--- src/rtl/fib_step_sequencer.sv ---
// -----------------------------------------------------------------------------
// fib_step_sequencer
//
// Run-control sequencer for the Fibonacci datapath. Converts the programmed
// run switch and step period into single-cycle step / clear pulses for the
// Fibonacci core, supports free-run, paused single-stepping, overflow halt and
// restart, counts issued steps (saturating) and snapshots the core value once
// it has absorbed each step.
//
// Ports
//   wb_clk_i     system clock, rising edge
//   reset_n      asynchronous active-low reset
//   switch_in    run switch (1 = free-run, 0 = pause)
//   clock_op     step period in clocks, 0 = no automatic steps
//   single_step  one-cycle step request, honoured only while paused
//   restart      one-cycle request to clear the core and counters
//   fib_val      current core value
//   fib_ovf      core flag: the next step would overflow
//   fib_step     one-cycle pulse, core advances one term
//   fib_clear    one-cycle pulse, core reloads its seed
//   busy         high while free-running
//   halted       high while halted on overflow
//   step_count   steps issued since the last clear (saturating)
//   val_snap     core value captured after the most recent step
//   snap_valid   one-cycle pulse when val_snap updates
// -----------------------------------------------------------------------------
module fib_step_sequencer #(
  parameter int CLOCK_WIDTH = 6,
  parameter int VAL_WIDTH   = 30,
  parameter int STEP_WIDTH  = 16
) (
  input  logic                   wb_clk_i,
  input  logic                   reset_n,
  input  logic                   switch_in,
  input  logic [CLOCK_WIDTH-1:0] clock_op,
  input  logic                   single_step,
  input  logic                   restart,
  input  logic [VAL_WIDTH-1:0]   fib_val,
  input  logic                   fib_ovf,
  output logic                   fib_step,
  output logic                   fib_clear,
  output logic                   busy,
  output logic                   halted,
  output logic [STEP_WIDTH-1:0]  step_count,
  output logic [VAL_WIDTH-1:0]   val_snap,
  output logic                   snap_valid
);

  typedef enum logic [1:0] {
    ST_CLEAR = 2'd0,
    ST_RUN   = 2'd1,
    ST_PAUSE = 2'd2,
    ST_HALT  = 2'd3
  } state_e;

  localparam logic [STEP_WIDTH-1:0]  STEP_MAX  = {STEP_WIDTH{1'b1}};
  localparam logic [STEP_WIDTH-1:0]  STEP_ZERO = {STEP_WIDTH{1'b0}};
  localparam logic [STEP_WIDTH-1:0]  STEP_ONE  = {{(STEP_WIDTH-1){1'b0}}, 1'b1};
  localparam logic [CLOCK_WIDTH-1:0] DIV_ZERO  = {CLOCK_WIDTH{1'b0}};
  localparam logic [CLOCK_WIDTH-1:0] DIV_ONE   = {{(CLOCK_WIDTH-1){1'b0}}, 1'b1};
  localparam logic [VAL_WIDTH-1:0]   VAL_ZERO  = {VAL_WIDTH{1'b0}};

  state_e                  state_q, state_d;
  logic [CLOCK_WIDTH-1:0]  div_cnt_q, div_cnt_d;
  logic                    fib_step_q, fib_step_d;
  logic                    fib_clear_q, fib_clear_d;
  logic                    busy_q, busy_d;
  logic                    halted_q, halted_d;
  logic [STEP_WIDTH-1:0]   step_count_q, step_count_d;
  logic [VAL_WIDTH-1:0]    val_snap_q, val_snap_d;
  logic                    snap_valid_q, snap_valid_d;
  logic                    snap_pend_q, snap_pend_d;

  logic [CLOCK_WIDTH:0]    div_next_s;
  logic                    tick_s;

  // Compare div_cnt+1 >= clock_op instead of div_cnt >= clock_op-1 so the
  // subtraction can never wrap; a lowered period fires on the next cycle.
  assign div_next_s = {1'b0, div_cnt_q} + {1'b0, DIV_ONE};
  assign tick_s     = (clock_op != DIV_ZERO) && (div_next_s >= {1'b0, clock_op});

  // Next-state, divider and step/clear pulse decisions.
  always_comb begin
    state_d     = state_q;
    div_cnt_d   = div_cnt_q;
    fib_step_d  = 1'b0;
    fib_clear_d = 1'b0;
    if (restart) begin
      // Restart beats everything; any step decided this cycle is dropped.
      state_d     = ST_CLEAR;
      div_cnt_d   = DIV_ZERO;
      fib_clear_d = 1'b1;
    end else begin
      case (state_q)
        ST_CLEAR: begin
          div_cnt_d = DIV_ZERO;
          if (!fib_clear_q) begin
            // Fresh out of reset the clear pulse has not been issued yet:
            // spend one more cycle in CLEAR to emit it.
            state_d     = ST_CLEAR;
            fib_clear_d = 1'b1;
          end else if (switch_in) begin
            state_d = ST_RUN;
          end else begin
            state_d = ST_PAUSE;
          end
        end
        ST_RUN: begin
          if (!switch_in) begin
            state_d   = ST_PAUSE;
            div_cnt_d = DIV_ZERO;
          end else if (clock_op == DIV_ZERO) begin
            div_cnt_d = DIV_ZERO;
          end else if (tick_s) begin
            div_cnt_d = DIV_ZERO;
            if (fib_ovf) begin
              state_d = ST_HALT;
            end else begin
              fib_step_d = 1'b1;
            end
          end else begin
            div_cnt_d = div_cnt_q + DIV_ONE;
          end
        end
        ST_PAUSE: begin
          div_cnt_d = DIV_ZERO;
          if (switch_in) begin
            state_d = ST_RUN;
          end else if (single_step) begin
            if (fib_ovf) begin
              state_d = ST_HALT;
            end else begin
              fib_step_d = 1'b1;
            end
          end else begin
            state_d = ST_PAUSE;
          end
        end
        ST_HALT: begin
          div_cnt_d = DIV_ZERO;
          state_d   = ST_HALT;
        end
        default: begin
          state_d     = ST_CLEAR;
          div_cnt_d   = DIV_ZERO;
          fib_clear_d = 1'b1;
        end
      endcase
    end
  end

  // Step counter, snapshot pipeline and status flags.
  always_comb begin
    step_count_d = step_count_q;
    val_snap_d   = val_snap_q;
    snap_valid_d = 1'b0;
    // The core absorbs a step at the edge that ends the fib_step cycle, so
    // the value is captured one cycle later; entering CLEAR cancels it.
    snap_pend_d  = fib_step_q && (state_d != ST_CLEAR);
    busy_d       = (state_d == ST_RUN);
    halted_d     = (state_d == ST_HALT);
    if (state_d == ST_CLEAR) begin
      step_count_d = STEP_ZERO;
      val_snap_d   = VAL_ZERO;
      snap_valid_d = 1'b0;
    end else begin
      if (fib_step_d && (step_count_q != STEP_MAX)) begin
        step_count_d = step_count_q + STEP_ONE;
      end else begin
        step_count_d = step_count_q;
      end
      if (snap_pend_q) begin
        val_snap_d   = fib_val;
        snap_valid_d = 1'b1;
      end else begin
        val_snap_d   = val_snap_q;
        snap_valid_d = 1'b0;
      end
    end
  end

  // State and registered outputs.
  always_ff @(posedge wb_clk_i or negedge reset_n) begin
    if (!reset_n) begin
      state_q      <= ST_CLEAR;
      div_cnt_q    <= DIV_ZERO;
      fib_step_q   <= 1'b0;
      fib_clear_q  <= 1'b0;
      busy_q       <= 1'b0;
      halted_q     <= 1'b0;
      step_count_q <= STEP_ZERO;
      val_snap_q   <= VAL_ZERO;
      snap_valid_q <= 1'b0;
      snap_pend_q  <= 1'b0;
    end else begin
      state_q      <= state_d;
      div_cnt_q    <= div_cnt_d;
      fib_step_q   <= fib_step_d;
      fib_clear_q  <= fib_clear_d;
      busy_q       <= busy_d;
      halted_q     <= halted_d;
      step_count_q <= step_count_d;
      val_snap_q   <= val_snap_d;
      snap_valid_q <= snap_valid_d;
      snap_pend_q  <= snap_pend_d;
    end
  end

  assign fib_step   = fib_step_q;
  assign fib_clear  = fib_clear_q;
  assign busy       = busy_q;
  assign halted     = halted_q;
  assign step_count = step_count_q;
  assign val_snap   = val_snap_q;
  assign snap_valid = snap_valid_q;

endmodule

--- config.mk ---
export PLATFORM = sky130hd
export DESIGN_NAME = fib_step_sequencer
export DESIGN_NICKNAME = d
export VERILOG_FILES = /design/src/rtl/fib_step_sequencer.sv
export SDC_FILE = /design/constraint.sdc
export NUM_CORES = 1
export LEC_CHECK = 0
export CORE_MARGIN = 4
export CORE_UTILIZATION = 45
export DETAILED_ROUTE_END_ITERATION = 16
export PLACE_DENSITY = 0.78
export SLEW_MARGIN = 10
export SYNTH_ARGS = -nofsm -noshare
export SYNTH_HDL_FRONTEND = slang
export SYNTH_SLANG_ARGS = --single-unit
--- constraint.sdc ---
create_clock -name wb_clk_i -period 6.65 [get_ports wb_clk_i]
set_clock_uncertainty 0.05 [all_clocks]
set_input_delay 0.665 -clock wb_clk_i [delete_from_list [all_inputs] [get_ports wb_clk_i]]
set_output_delay 0.665 -clock wb_clk_i [all_outputs]
set_load 0.05 [all_outputs]
==> results summary <==
The run finished with clean final reports. The routed wire length is 7.17 mm. Of all cell types, the one taking the most synthesized area is sky130_fd_sc_hd__dfrtp_1. Input and output buffers added on the ports amount to 92. Measured along the x axis, the die boundary spans 90.0 um. The accumulated negative setup slack came out at 0 ps. The post-CTS setup-driven buffer insertion count is 0. The placement-stage cell area is 3990 um^2. Once layout is done, the placed cells without fillers occupy 4270 um^2.

The net count after synthesis came out at 345. The number of buffers added to fix hold violations after cts came out at 0. The average wire per cell in the routed design came out at 15.4 um. Using the TritonRoute via totals, the vias-per-cell ratio works out to 5.27. The cell count after placement came out at 449. The number of core rows is 29. Setup repair after global routing left no endpoint under its margin. The core outline area came out at 6420 um^2. The leakage component of the power is 0.00179 uW. In this run the critical register-to-register path is launched from div_cnt_q[0]. The number of DRC violations after detailed-routing iteration 0 is 140. The clock transition time at the flip-flop clock pins of the worst setup and hold paths came out at 80 ps. The dominant synthesized flop cell is sky130_fd_sc_hd__dfrtp_1. The number of hold violations in the final report is 0. The sequential-to-total area share from yosys stat came out at 49.6%.

In this run the biggest area consumer among cell types represents 49.6% of the synthesized area. The path category of the worst min-delay check is in -> async. The clock reaches the later pin of the worst-skew pair after 330 ps. TritonCTS built the clock tree. The worst vdd rail ir drop came out at 168 uV. The clock passes through at most 2 buffers.

The number of antenna violations at the first check in global routing is 0. The tool flagged a number of max-cap violations equal to 0. The pre-CTS setup slack is 2850 ps.

The total number of yosys warnings is 0. The count of cells along the worst register-to-register path came out at 10. By area the synthesized netlist is led by sky130_fd_sc_hd__dfrtp_1, sky130_fd_sc_hd__mux2i_1, sky130_fd_sc_hd__nor2_1, sky130_fd_sc_hd__ha_1, sky130_fd_sc_hd__xor2_1. The maximum number of pins on one net before global-route repair came out at 61. The count of cells resized by post-cts repair is 0. The maximum fanout count along the critical path is 26. The post-synthesis async set-or-reset flop share came out at 100%. For the pin with the worst max-slew slack, the measured transition is 770 ps. The overall overflow remaining after global route is 0.

The shortest period the worst path allows is 3220 ps. The tree is rooted in a sky130_fd_sc_hd__clkbuf_8. The first global-routing pass estimated 12.2 mm of wire. The type of the worst setup path is reg -> reg. From synthesis to final layout, the design area changed by 41.0%. The clock net in this run drives a total of 60 sinks.

Setup slack closes at 3430 ps. In this run the critical register-to-register path is captured at val_snap[25]. The proportion of layout cells with a drive suffix above 1 came out at 6.68%. The detailed-router iteration count before antenna repair came out at 4. The number of distinct library cell variants in the gate-level netlist after synthesis came out at 42. The area of the mapped netlist came out at 3030 um^2.

Counting flops with a built-in enable in the synthesized netlist gives 0. sky130_fd_sc_hd__dfrtp_1 is the most common cell in the netlist. The overall routing resource usage is 18.5%. The gate count of the mapped netlist came out at 290. Based on the critical path, the design can be clocked at up to 311 MHz.

The power density over the cells came out at 231 nW/um^2. The data arrival time at the worst-slack endpoint is 3380 ps. The die covers 8100 um^2.

The weighted congestion at the end of routability-driven global placement came out at 0.897. The via count of the first global-routing pass is 2399. The H-tree depth is 3. The reg2reg setup slack came out at 3430 ps. The routed layout has 2455 vias. The placed wire-length estimate after detailed placement came out at 5.16 mm. Setup violations remaining at the end of the flow were counted as 0. The initial cell density of the core is 47.1%. The worst hold slack across all endpoints came out at 428 ps.

For the worst setup path, the data required time is 6820 ps. Excluding fillers, the count of instances in the completed layout stands at 466. The worst pin sits at a relative slew slack of 48.3%. The final number of max-transition violations came to 0. The vertical die dimension came out at 90.0 um. After layout, the worst path uses 48.4% of the clock period. STA classifies the critical path endpoint as a flip-flop. Each instance of the synthesized netlist takes up on average 10.4 um^2. The count of antenna diodes in the layout came out at 0. The number of fill cells came out at 514.

The I/O pin count came out at 93. Counting flops and latches in the post-synthesis netlist gives 60. The TritonCTS buffer count came out at 9. The commonest cells after synthesis are sky130_fd_sc_hd__dfrtp_1, sky130_fd_sc_hd__nor2_1, sky130_fd_sc_hd__mux2i_1.

The final routed DRC violation total came out at 0. The worst setup path is launched from a flip-flop. The count of antenna-violating nets left after detailed routing came out at 0. The net count of the finished layout is 439.
-- cell usage in the layout, fill, tap and decap left out, types with 6 or more instances in the layout --
cell type	instances
sky130_fd_sc_hd__a21oi_1	6
sky130_fd_sc_hd__clkbuf_8	9
sky130_fd_sc_hd__clkdlybuf4s50_1	91
sky130_fd_sc_hd__dfrtp_1	60
sky130_fd_sc_hd__ha_1	13
sky130_fd_sc_hd__inv_1	13
sky130_fd_sc_hd__mux2i_1	31
sky130_fd_sc_hd__nand2_1	8
sky130_fd_sc_hd__nand3_1	18
sky130_fd_sc_hd__nand4_1	7
sky130_fd_sc_hd__nor2_1	52
sky130_fd_sc_hd__nor2b_1	9
sky130_fd_sc_hd__xor2_1	16
-- layout make-up --
type | count | area (um^2) | share of cell area (%)
repair buffers | 95 | 958 | 22.5
inverters | 13 | 48.8 | 1.14
multi-input cells | 205 | 1420 | 33.2
clock inverters | 7 | 123 | 2.87
flip-flops and latches | 60 | 1500 | 35.2
clock buffers | 9 | 124 | 2.90
well taps | 77 | 96.3 | 2.26
-- layer usage --
metal / track usage, % / part of all wire (%)
met2: 28.0 / 46
met3: 6.01 / 6.1
met4: 4.85 / 0.96
met5: 0 / 0
met1: 25.7 / 47
-- state kept, by name (all words and copies together) (netlist names) --
signal and cells:
halted 1, fib_clear 1, snap_valid 1, snap_pend_q 1, val_snap 30, fib_step 1, div_cnt_q 6, state_q 2
busy 1, step_count 16
-- kinds of logic (layout without fill, tap and decap cells) --
family	after synthesis	after routing	synth area share, %
flip-flops	60	60	49.6
buffers and inverters	25	124	3.85
AO/OA/AOI/OAI	24	24	6.00
adder cells (fa/ha/maj)	13	13	5.38
multiplexers	31	31	10.3
AND/OR/NAND/NOR	119	119	19.7
XOR/XNOR	18	18	5.21
-- how the worst max path moves through the flow --
stage            startpoint            to  slack, ps  depth (start not counted)
2_1_floorplan  div_cnt_q[0]   val_snap[0]       4130                         11
3_3_place_gp    clock_op[2]  val_snap[15]       2970                          9
3_5_place_dp    clock_op[2]  val_snap[25]       2850                          9
4_1_cts        div_cnt_q[0]  val_snap[25]       3150                          9
5_1_grt        div_cnt_q[0]  val_snap[24]       3210                         10
6_report       div_cnt_q[0]  val_snap[25]       3430                         10
-- stage by stage --
step	utilization (%)	total power (uW)
after floorplan	-	519
after global placement	62.2	564
after detailed placement	62.2	568
after CTS	66.0	972
after global routing	66.4	1040
final	66.4	986
-- critical path, cell delays in order, from the launching register on --
cell	delay (ps)
sky130_fd_sc_hd__dfrtp_1	420
sky130_fd_sc_hd__ha_1	240
sky130_fd_sc_hd__xor2_1	230
sky130_fd_sc_hd__ha_1	300
sky130_fd_sc_hd__a21o_1	180
sky130_fd_sc_hd__a31oi_1	230
sky130_fd_sc_hd__o21ai_1	150
sky130_fd_sc_hd__a311o_1	380
sky130_fd_sc_hd__a21oi_4	600
sky130_fd_sc_hd__buf_16	240
sky130_fd_sc_hd__nor2_1	70
-- where the power goes --
group | switching (uW) | internal, uW | total, uW
Sequential | 7.86 | 371 | 379
Combinational | 127 | 79.5 | 207
Clock | 149 | 251 | 400
Total | 284 | 701 | 986
(Power assumes the default switching activity.)
